--- src/rtl/iter_divide.sv ---
// iter_divide: iterative restoring divider, one quotient bit per enabled clock.
// Handles signed/unsigned operands independently; truncating signed division.
// Optional feature macro: ITER_DIVIDE_REMPOS_EN (forces a nonnegative remainder).
module iter_divide #(
   parameter int unsigned WIDTHN = 16,
   parameter int unsigned WIDTHD = 16
) (
   input  logic              i_clock,
   input  logic              i_aclr,
   input  logic              i_clken,
   input  logic              i_valid,
   output logic              o_ready,
   input  logic [WIDTHN-1:0] i_numer,
   input  logic [WIDTHD-1:0] i_denom,
   input  logic              i_nsigned,
   input  logic              i_dsigned,
   output logic              o_valid,
   input  logic              i_ready,
   output logic [WIDTHN-1:0] o_quotient,
   output logic [WIDTHD-1:0] o_remain,
   output logic              o_dbz
);
   localparam int unsigned CNTW = $clog2(WIDTHN + 1);
   localparam int unsigned RW   = WIDTHD + 1;

   typedef enum logic [1:0] {S_IDLE, S_CALC, S_FIX, S_DONE} state_t;

   state_t            state_q, state_d;
   logic [CNTW-1:0]   cnt_q, cnt_d;
   logic [WIDTHN-1:0] nmag_q, nmag_d;
   logic [WIDTHD-1:0] rem_q, rem_d;
   logic [WIDTHD-1:0] dmag_q, dmag_d;
   logic [WIDTHD-1:0] nlow_q, nlow_d;
   logic              negq_q, negq_d;
   logic              negr_q, negr_d;
   logic              zero_q, zero_d;
`ifdef ITER_DIVIDE_REMPOS_EN
   logic              dneg_q, dneg_d;
`endif
   logic              ready_q, ready_d;
   logic              valid_q, valid_d;
   logic [WIDTHN-1:0] quot_q, quot_d;
   logic [WIDTHD-1:0] remo_q, remo_d;
   logic              dbz_q, dbz_d;

   logic              sn_c, sd_c, last_c, ge_c;
   logic [RW-1:0]     shift_c, diff_c;
   logic [WIDTHN-1:0] qbase_c, qfix_c;
   logic [WIDTHD-1:0] rbase_c, rfix_c;

   assign sn_c    = i_nsigned & i_numer[WIDTHN-1];
   assign sd_c    = i_dsigned & i_denom[WIDTHD-1];
   assign last_c  = (cnt_q == CNTW'(WIDTHN));
   assign shift_c = {rem_q, nmag_q[WIDTHN-1]};
   assign ge_c    = (shift_c >= {1'b0, dmag_q});
   assign diff_c  = shift_c - {1'b0, dmag_q};

   assign o_ready    = ready_q;
   assign o_valid    = valid_q;
   assign o_quotient = quot_q;
   assign o_remain   = remo_q;
   assign o_dbz      = dbz_q;

   // Sign correction of the unsigned magnitudes left by the iteration
   always_comb begin
      qbase_c = negq_q ? -nmag_q : nmag_q;
      rbase_c = negr_q ? -rem_q : rem_q;
      qfix_c  = qbase_c;
      rfix_c  = rbase_c;
`ifdef ITER_DIVIDE_REMPOS_EN
      if (negr_q && (rem_q != '0)) begin
         rfix_c = dmag_q - rem_q;
         qfix_c = dneg_q ? (qbase_c + WIDTHN'(1)) : (qbase_c - WIDTHN'(1));
      end
`endif
   end

   // State register plus all datapath/output flops; clock enable freezes everything
   always_ff @(posedge i_clock or posedge i_aclr) begin
      if (i_aclr) begin
         state_q <= S_IDLE;
         cnt_q   <= '0;
         nmag_q  <= '0;
         rem_q   <= '0;
         dmag_q  <= '0;
         nlow_q  <= '0;
         negq_q  <= 1'b0;
         negr_q  <= 1'b0;
         zero_q  <= 1'b0;
`ifdef ITER_DIVIDE_REMPOS_EN
         dneg_q  <= 1'b0;
`endif
         ready_q <= 1'b1;
         valid_q <= 1'b0;
         quot_q  <= '0;
         remo_q  <= '0;
         dbz_q   <= 1'b0;
      end else if (i_clken) begin
         state_q <= state_d;
         cnt_q   <= cnt_d;
         nmag_q  <= nmag_d;
         rem_q   <= rem_d;
         dmag_q  <= dmag_d;
         nlow_q  <= nlow_d;
         negq_q  <= negq_d;
         negr_q  <= negr_d;
         zero_q  <= zero_d;
`ifdef ITER_DIVIDE_REMPOS_EN
         dneg_q  <= dneg_d;
`endif
         ready_q <= ready_d;
         valid_q <= valid_d;
         quot_q  <= quot_d;
         remo_q  <= remo_d;
         dbz_q   <= dbz_d;
      end
   end

   // Next-state logic
   always_comb begin
      state_d = state_q;
      case (state_q)
         S_IDLE:  if (i_valid) state_d = S_CALC;
         S_CALC:  if (last_c) state_d = S_FIX;
         S_FIX:   state_d = S_DONE;
         S_DONE:  if (i_ready) state_d = S_IDLE;
         default: state_d = S_IDLE;
      endcase
   end

   // Operand capture, shift-subtract step, result formatting and handshake outputs
   always_comb begin
      cnt_d   = cnt_q;
      nmag_d  = nmag_q;
      rem_d   = rem_q;
      dmag_d  = dmag_q;
      nlow_d  = nlow_q;
      negq_d  = negq_q;
      negr_d  = negr_q;
      zero_d  = zero_q;
`ifdef ITER_DIVIDE_REMPOS_EN
      dneg_d  = dneg_q;
`endif
      quot_d  = quot_q;
      remo_d  = remo_q;
      dbz_d   = dbz_q;
      ready_d = (state_d == S_IDLE);
      valid_d = (state_d == S_DONE);
      case (state_q)
         S_IDLE: begin
            cnt_d = '0;
            if (i_valid) begin
               nmag_d = sn_c ? -i_numer : i_numer;
               dmag_d = sd_c ? -i_denom : i_denom;
               rem_d  = '0;
               negq_d = sn_c ^ sd_c;
               negr_d = sn_c;
               zero_d = (i_denom == '0);
               nlow_d = i_numer[WIDTHD-1:0];
`ifdef ITER_DIVIDE_REMPOS_EN
               dneg_d = sd_c;
`endif
            end
         end
         S_CALC: begin
            if (!last_c) begin
               rem_d  = WIDTHD'(ge_c ? diff_c : shift_c);
               nmag_d = {nmag_q[WIDTHN-2:0], ge_c};
               cnt_d  = cnt_q + CNTW'(1);
            end
         end
         S_FIX: begin
            if (zero_q) begin
               quot_d = '1;
               remo_d = nlow_q;
               dbz_d  = 1'b1;
            end else begin
               quot_d = qfix_c;
               remo_d = rfix_c;
               dbz_d  = 1'b0;
            end
         end
         default: ;
      endcase
   end
endmodule

--- config.mk ---
export PLATFORM = sky130hd
export DESIGN_NAME = iter_divide
export DESIGN_NICKNAME = d
export VERILOG_FILES = /design/src/rtl/iter_divide.sv
export SDC_FILE = /design/constraint.sdc
export NUM_CORES = 1
export LEC_CHECK = 0
export BUFFER_PORTS_ARGS = -buffer_cell sky130_fd_sc_hd__buf_2
export CORE_MARGIN = 4
export CORE_UTILIZATION = 40
export CTS_BUF_LIST = sky130_fd_sc_hd__clkbuf_2
export DETAILED_ROUTE_END_ITERATION = 10
export HOLD_SLACK_MARGIN = 0.05
export SLEW_MARGIN = 10
export SYNTH_ARGS = -nofsm -noshare
export SYNTH_HDL_FRONTEND = slang
export SYNTH_SLANG_ARGS = --single-unit
--- constraint.sdc ---
create_clock -name i_clock -period 3.4 [get_ports i_clock]
set_input_delay 0.51 -clock i_clock [delete_from_list [all_inputs] [get_ports i_clock]]
set_output_delay 0.51 -clock i_clock [all_outputs]
set_load 0.05 [all_outputs]
After elaboration in Yosys (flattened, before gate mapping)
Cells that the tools add are included.

word-level totals
  register bits after elaboration = 109
  latch bits = 0
  bits in writable memories = 0
  bits in read-only memories = 0
  input bits = 39
  output and inout port bits = 35
  logic and storage cells = 59
  memories kept = 0

cells by class
  add/subtract/negate cells = 6
  multiply operators = 0
  div/mod/pow operators = 0
  $lt $le $gt $ge = 1
  eq/ne operators = 7
  shift operators = 0
  mux-type cells = 20
  bitwise gates (word level) = 3
  reduce and logical (&&, ||, !) cells = 8

operators with widths
  cell                 number
  $mux 16              11
  $neg 16->16          4
  $pmux 16 s2          2
  $ge 17x16->1         1
  $logic_not 16->1     1
  $sub 16x16->16       1
  $pmux 5 s2           1
  $pmux 2 s4           1
  $eq 2x2->1 const B   3
  $mux 2               3
  $reduce_and 3->1     2
  $add 5x1->5 const B  1
  $eq 5x5->1 const B   1
  $mux 5               1
  $logic_not 2->1      2
  $ne 2x2->1 const B   2
  $reduce_and 4->1     1
  $and 1x1->1          2
  $eq 2x1->1 const B   1
  $reduce_and 2->1     1
  $reduce_bool 2->1    1
  $mux 1               1
  $xor 1x1->1          1

Depth between registers and ports, before layout
  depth after elaboration = 4
  gate-level depth with buffers = 11
  depth with buffers taken out = 11

Worst setup path before layout
No wires, ideal clock.

  path type = flip-flop to flip-flop
  from = register rem_q[7]
  to = register nmag_q[0]
  setup time = 0.125 ns
  arrival time = 2.260 ns
  slack = 1.015 ns
  stages on the path, launching flop included = 10
  path buffers = 1
  clock period less this slack = 2.385 ns
  cells stage by stage = dfrtp_1 > ha_1 > a21o_1 > a31o_2 > a31oi_1 > a21oi_1 > o22ai_1 > buf_2 > o21ai_0 > mux2_2

on the way
  longest elaborated chain between the ends = 3

ends and longest elaborated chain
  what                    RTL line  RTL
  start, declared         31        logic [WIDTHD-1:0] rem_q, rem_d;
  start signal, assigned  102       rem_q <= rem_d;
  $ge 17x16->1            55        assign ge_c = (shift_c >= {1'b0, dmag_q});
  $mux 16                 166       if (!last_c) begin
  $pmux 16 s2             149       case (state_q)
  end signal, assigned    101       nmag_q <= nmag_d;
  end, declared           30        logic [WIDTHN-1:0] nmag_q, nmag_d;

No other way between the ends. The select of a mux whose other input is x is not followed.
A chain may end at the register's enable or synchronous reset.

Final worst setup path
  from = register rem_q[1]
  to = register rem_q[9]

on the way
  longest elaborated chain between the ends = 4
  elaborated cells between the ends (all ways) = 5

ends and longest elaborated chain
  what                                            RTL line  RTL
  $sub 16x16->16 or $ge 17x16->1 (tied branches)  56, 55
  $mux 16 (*)                                     167       rem_d = WIDTHD'(ge_c ? diff_c : shift_c);
  $mux 16 (*)                                     166
  $pmux 16 s2 (*)                                 149

Mark *: on every way between the ends. The rest lies on a longest branch, timed or not. The select of a mux whose other input is x is not followed.

==> metrics.yaml <==
fp.dieH_um: 136
cts_made_buffers: 9
antenna_found_initial: 1
grt_pass1_vias: 5112
rsz0062_at_grt: "false"
clock.fmax_ghz: 0.359
reg2reg_to: "rem_q[9]$_DFFE_PP0P_"
irDropWorstVdd_v: 0.000451
drt_iter0_drc: 345
drc: 0
netlist.area_leader.share_pct: 41.1
place_ws_ps: 687
cts_tree: "done"
wl_per_cell_um: 14.9
final_layout_size_suffix_gt1_share_pct: 13.0
worstPathArrival_ps: 3350
mappedNetlistArea_mm2: 0.00657
worst_ep_required_time_ps: 3970
viasPerCell: 5.15
ys_types: 55
leakagePower_uw: 0.00339
postCtsResizedCells: 0
rr_startpoint: "rem_q[1]$_DFFE_PP0P_"
htree_levels: 3
rrSetupSlack_ps: 620
wl_met3_um: 654
fin_crit_sh_pct: 81.8
port_buffers: 73
yosys.area.top_type: "dfrtp_1"
setup_violations: 0
syn_area_per_cell_um2: 8.39
setup_ws_ps: 617
overflow: 0
critPathSlowestCell: "or4b_2"
wl_met1_mm: 7.75
status: "finished clean"
dp_hpwl_mm: 11.7
grt_usage_pct: 17.8
rr_worst_depth: 9
rows: 46
vias: 5445
clockBufferDepth: 2
start_util_pct: 41.1
tns_ps: 0
grt_pass1_wl_mm: 26.3
critical_path_buf_inv_count: 1
core_area_mm2: 0.0160
firstDrtPassIters: 4
dieArea_mm2: 0.0185
cts.sinks: 109
synth_edf_count: 0
drv_cap: 0
relSlewSlack_pct: 24.5
cp_max_fo: 23
yosys_warnings: 0
areaGrowthSynthToFinish_pct: 11.3
clock_skew_ps: 33.6
post-cts-setup-buffers: 0
report.power.total_uw: 6580
synthCells: 783
async_reset_ff_share_pct: 100
startpoint_type: "register"
clockRootBuffer: "clkbuf_2"
fin_crit_ps: 2780
yosysMostFrequentCell: "nand2_1"
ys.flop_type: "dfrtp_1"
yosysSeqAreaShare_pct: 41.5
cellPowerDensity_mw_per_mm2: 899
wl_met2_mm: 7.12
hold_class: "primary input to register"
cp-endpoint: "rem_q[9]$_DFFE_PP0P_"
worstSetupEndpointType: "register"
worstPathCellList: "ha_1, o21a_1, o31a_1, o21bai_1, a21oi_1, o22ai_2, buf_4, or4b_2, nand3_1"
synth_area_leaders: "dfrtp_1 (41%), nand2_1 (8.8%), o21ai_0 (7.9%)"
worst-path-stages: 9
syn-num-nets: 845
clkLatencyLatePin_ps: 620
drv_slew: 0
grt_max_degree: 68
drt-total-wl_mm: 15.7
cts_hold_buf: 1
top_layer: "met4"
die_w_um: 136
ys_seq_elements: 109
cp-startpoint: "rem_q[1]$_DFFE_PP0P_"
path_clk_slew_ps: 300
path_delay_family: "compound AO/OA/AOI/OAI gates"
nFillCells: 1635
ant_nets: 0
gp_congestion: 0.839
synth_common_cells: "nand2_1 (154), dfrtp_1 (108), o21ai_0 (104)"
hold_viol: 0
io_pins: 74
crit_type: "register to register"
tightest_slew_ps: 1130
fin_nets: 899
cp_slowest_stage_delay_ps: 620
-- tightest hold or removal path, delay by kind of cell --
family,cells,cell delay [ps]
buffers and inverters,1,130
AND/OR/NAND/NOR,2,100
-- how the worst min path moves through the flow --
stage	slack [ps]	cells past startpoint	from	to
6_report	100	3	i_numer[3]	nlow_q[3]$_DFFE_PP0P_
5_1_grt	60	3	i_numer[3]	nlow_q[3]$_DFFE_PP0P_
4_1_cts	50	3	i_numer[3]	nlow_q[3]$_DFFE_PP0P_
3_5_place_dp	460	2	nlow_q[10]$_DFFE_PP0P_	nlow_q[10]$_DFFE_PP0P_
3_3_place_gp	460	2	o_quotient[14]$_DFFE_PP0P_	o_quotient[14]$_DFFE_PP0P_
2_1_floorplan	450	2	nlow_q[10]$_DFFE_PP0P_	nlow_q[10]$_DFFE_PP0P_
-- where the power goes --
part / switching (uW) / internal, uW
clock network: 436 / 318
logic: 2080 / 1520
registers: 494 / 1730
total: 3010 / 3570
-- per-layer routing --
layer	GRT usage, %	vias to the layer above
met2	27.9	114
met3	2.33	16
met1	25.8	2516
met4	5.26	0
li1	-	2799
met5	0	-
-- registers in the layout (all words and copies together) (netlist names) --
| signal | flops |
|---|---|
| negr_q | 1 |
| rem_q | 16 |
| o_ready | 1 |
| dmag_q | 16 |
| cnt_q | 5 |
| state_q | 2 |
| o_remain | 16 |
| o_valid | 1 |
| o_dbz | 1 |
| zero_q | 1 |
| nlow_q | 16 |
| negq_q | 1 |
| nmag_q | 16 |
| o_quotient | 16 |
-- cells by family after synthesis --
| logic type | count (synthesis) | share of synthesized area (%) |
|---|---|---|
| compound gates | 205 | 18.3 |
| xor+xnor | 65 | 8.66 |
| fa+ha+maj | 23 | 4.49 |
| buf+inv | 72 | 4.21 |
| flops | 109 | 41.5 |
| mux | 24 | 3.69 |
| simple gates | 285 | 19.1 |
-- through the flow --
step | cells | utilization, % | area [um^2] | hold slack, ps
after floorplan | 783 | - | 6570 | 445
after global placement | 1041 | 44.7 | 7150 | 456
after detailed placement | 1041 | 44.7 | 7150 | 463
after CTS | 1057 | 45.7 | 7310 | 53.9
after global routing | 1058 | 45.7 | 7320 | 55.6
final | 1058 | 45.7 | 7320 | 98.0
-- cells in the final DEF, fill, tap and decap left out, types with 6 or more instances in the layout --
master      n
a32oi_1     6
mux2i_1    22
ha_1       22
o41ai_1     6
dfrtp_1   108
buf_2      73
and3_1      7
clkbuf_2   11
a21oi_1    45
o21ai_0   104
buf_4       6
inv_1      32
nor3_1      7
nand2_1   154
or3_1       8
xnor2_1    42
nand3_1    14
o31ai_1    12
xor2_1     23
nor2_1     58
-- layout make-up --
type,instances,area (um^2),share of cell area [%]
Antenna cell,1,2.50,0.0342
Multi-Input combinational cell,602,3570,48.9
Clock buffer,11,55.1,0.753
Tap cell,216,270,3.69
Sequential cell,109,2730,37.3
Timing Repair Buffer,82,460,6.29
Clock inverter,4,97.6,1.33
Inverter,33,126,1.73
Power figures use the tool's default switching activity.
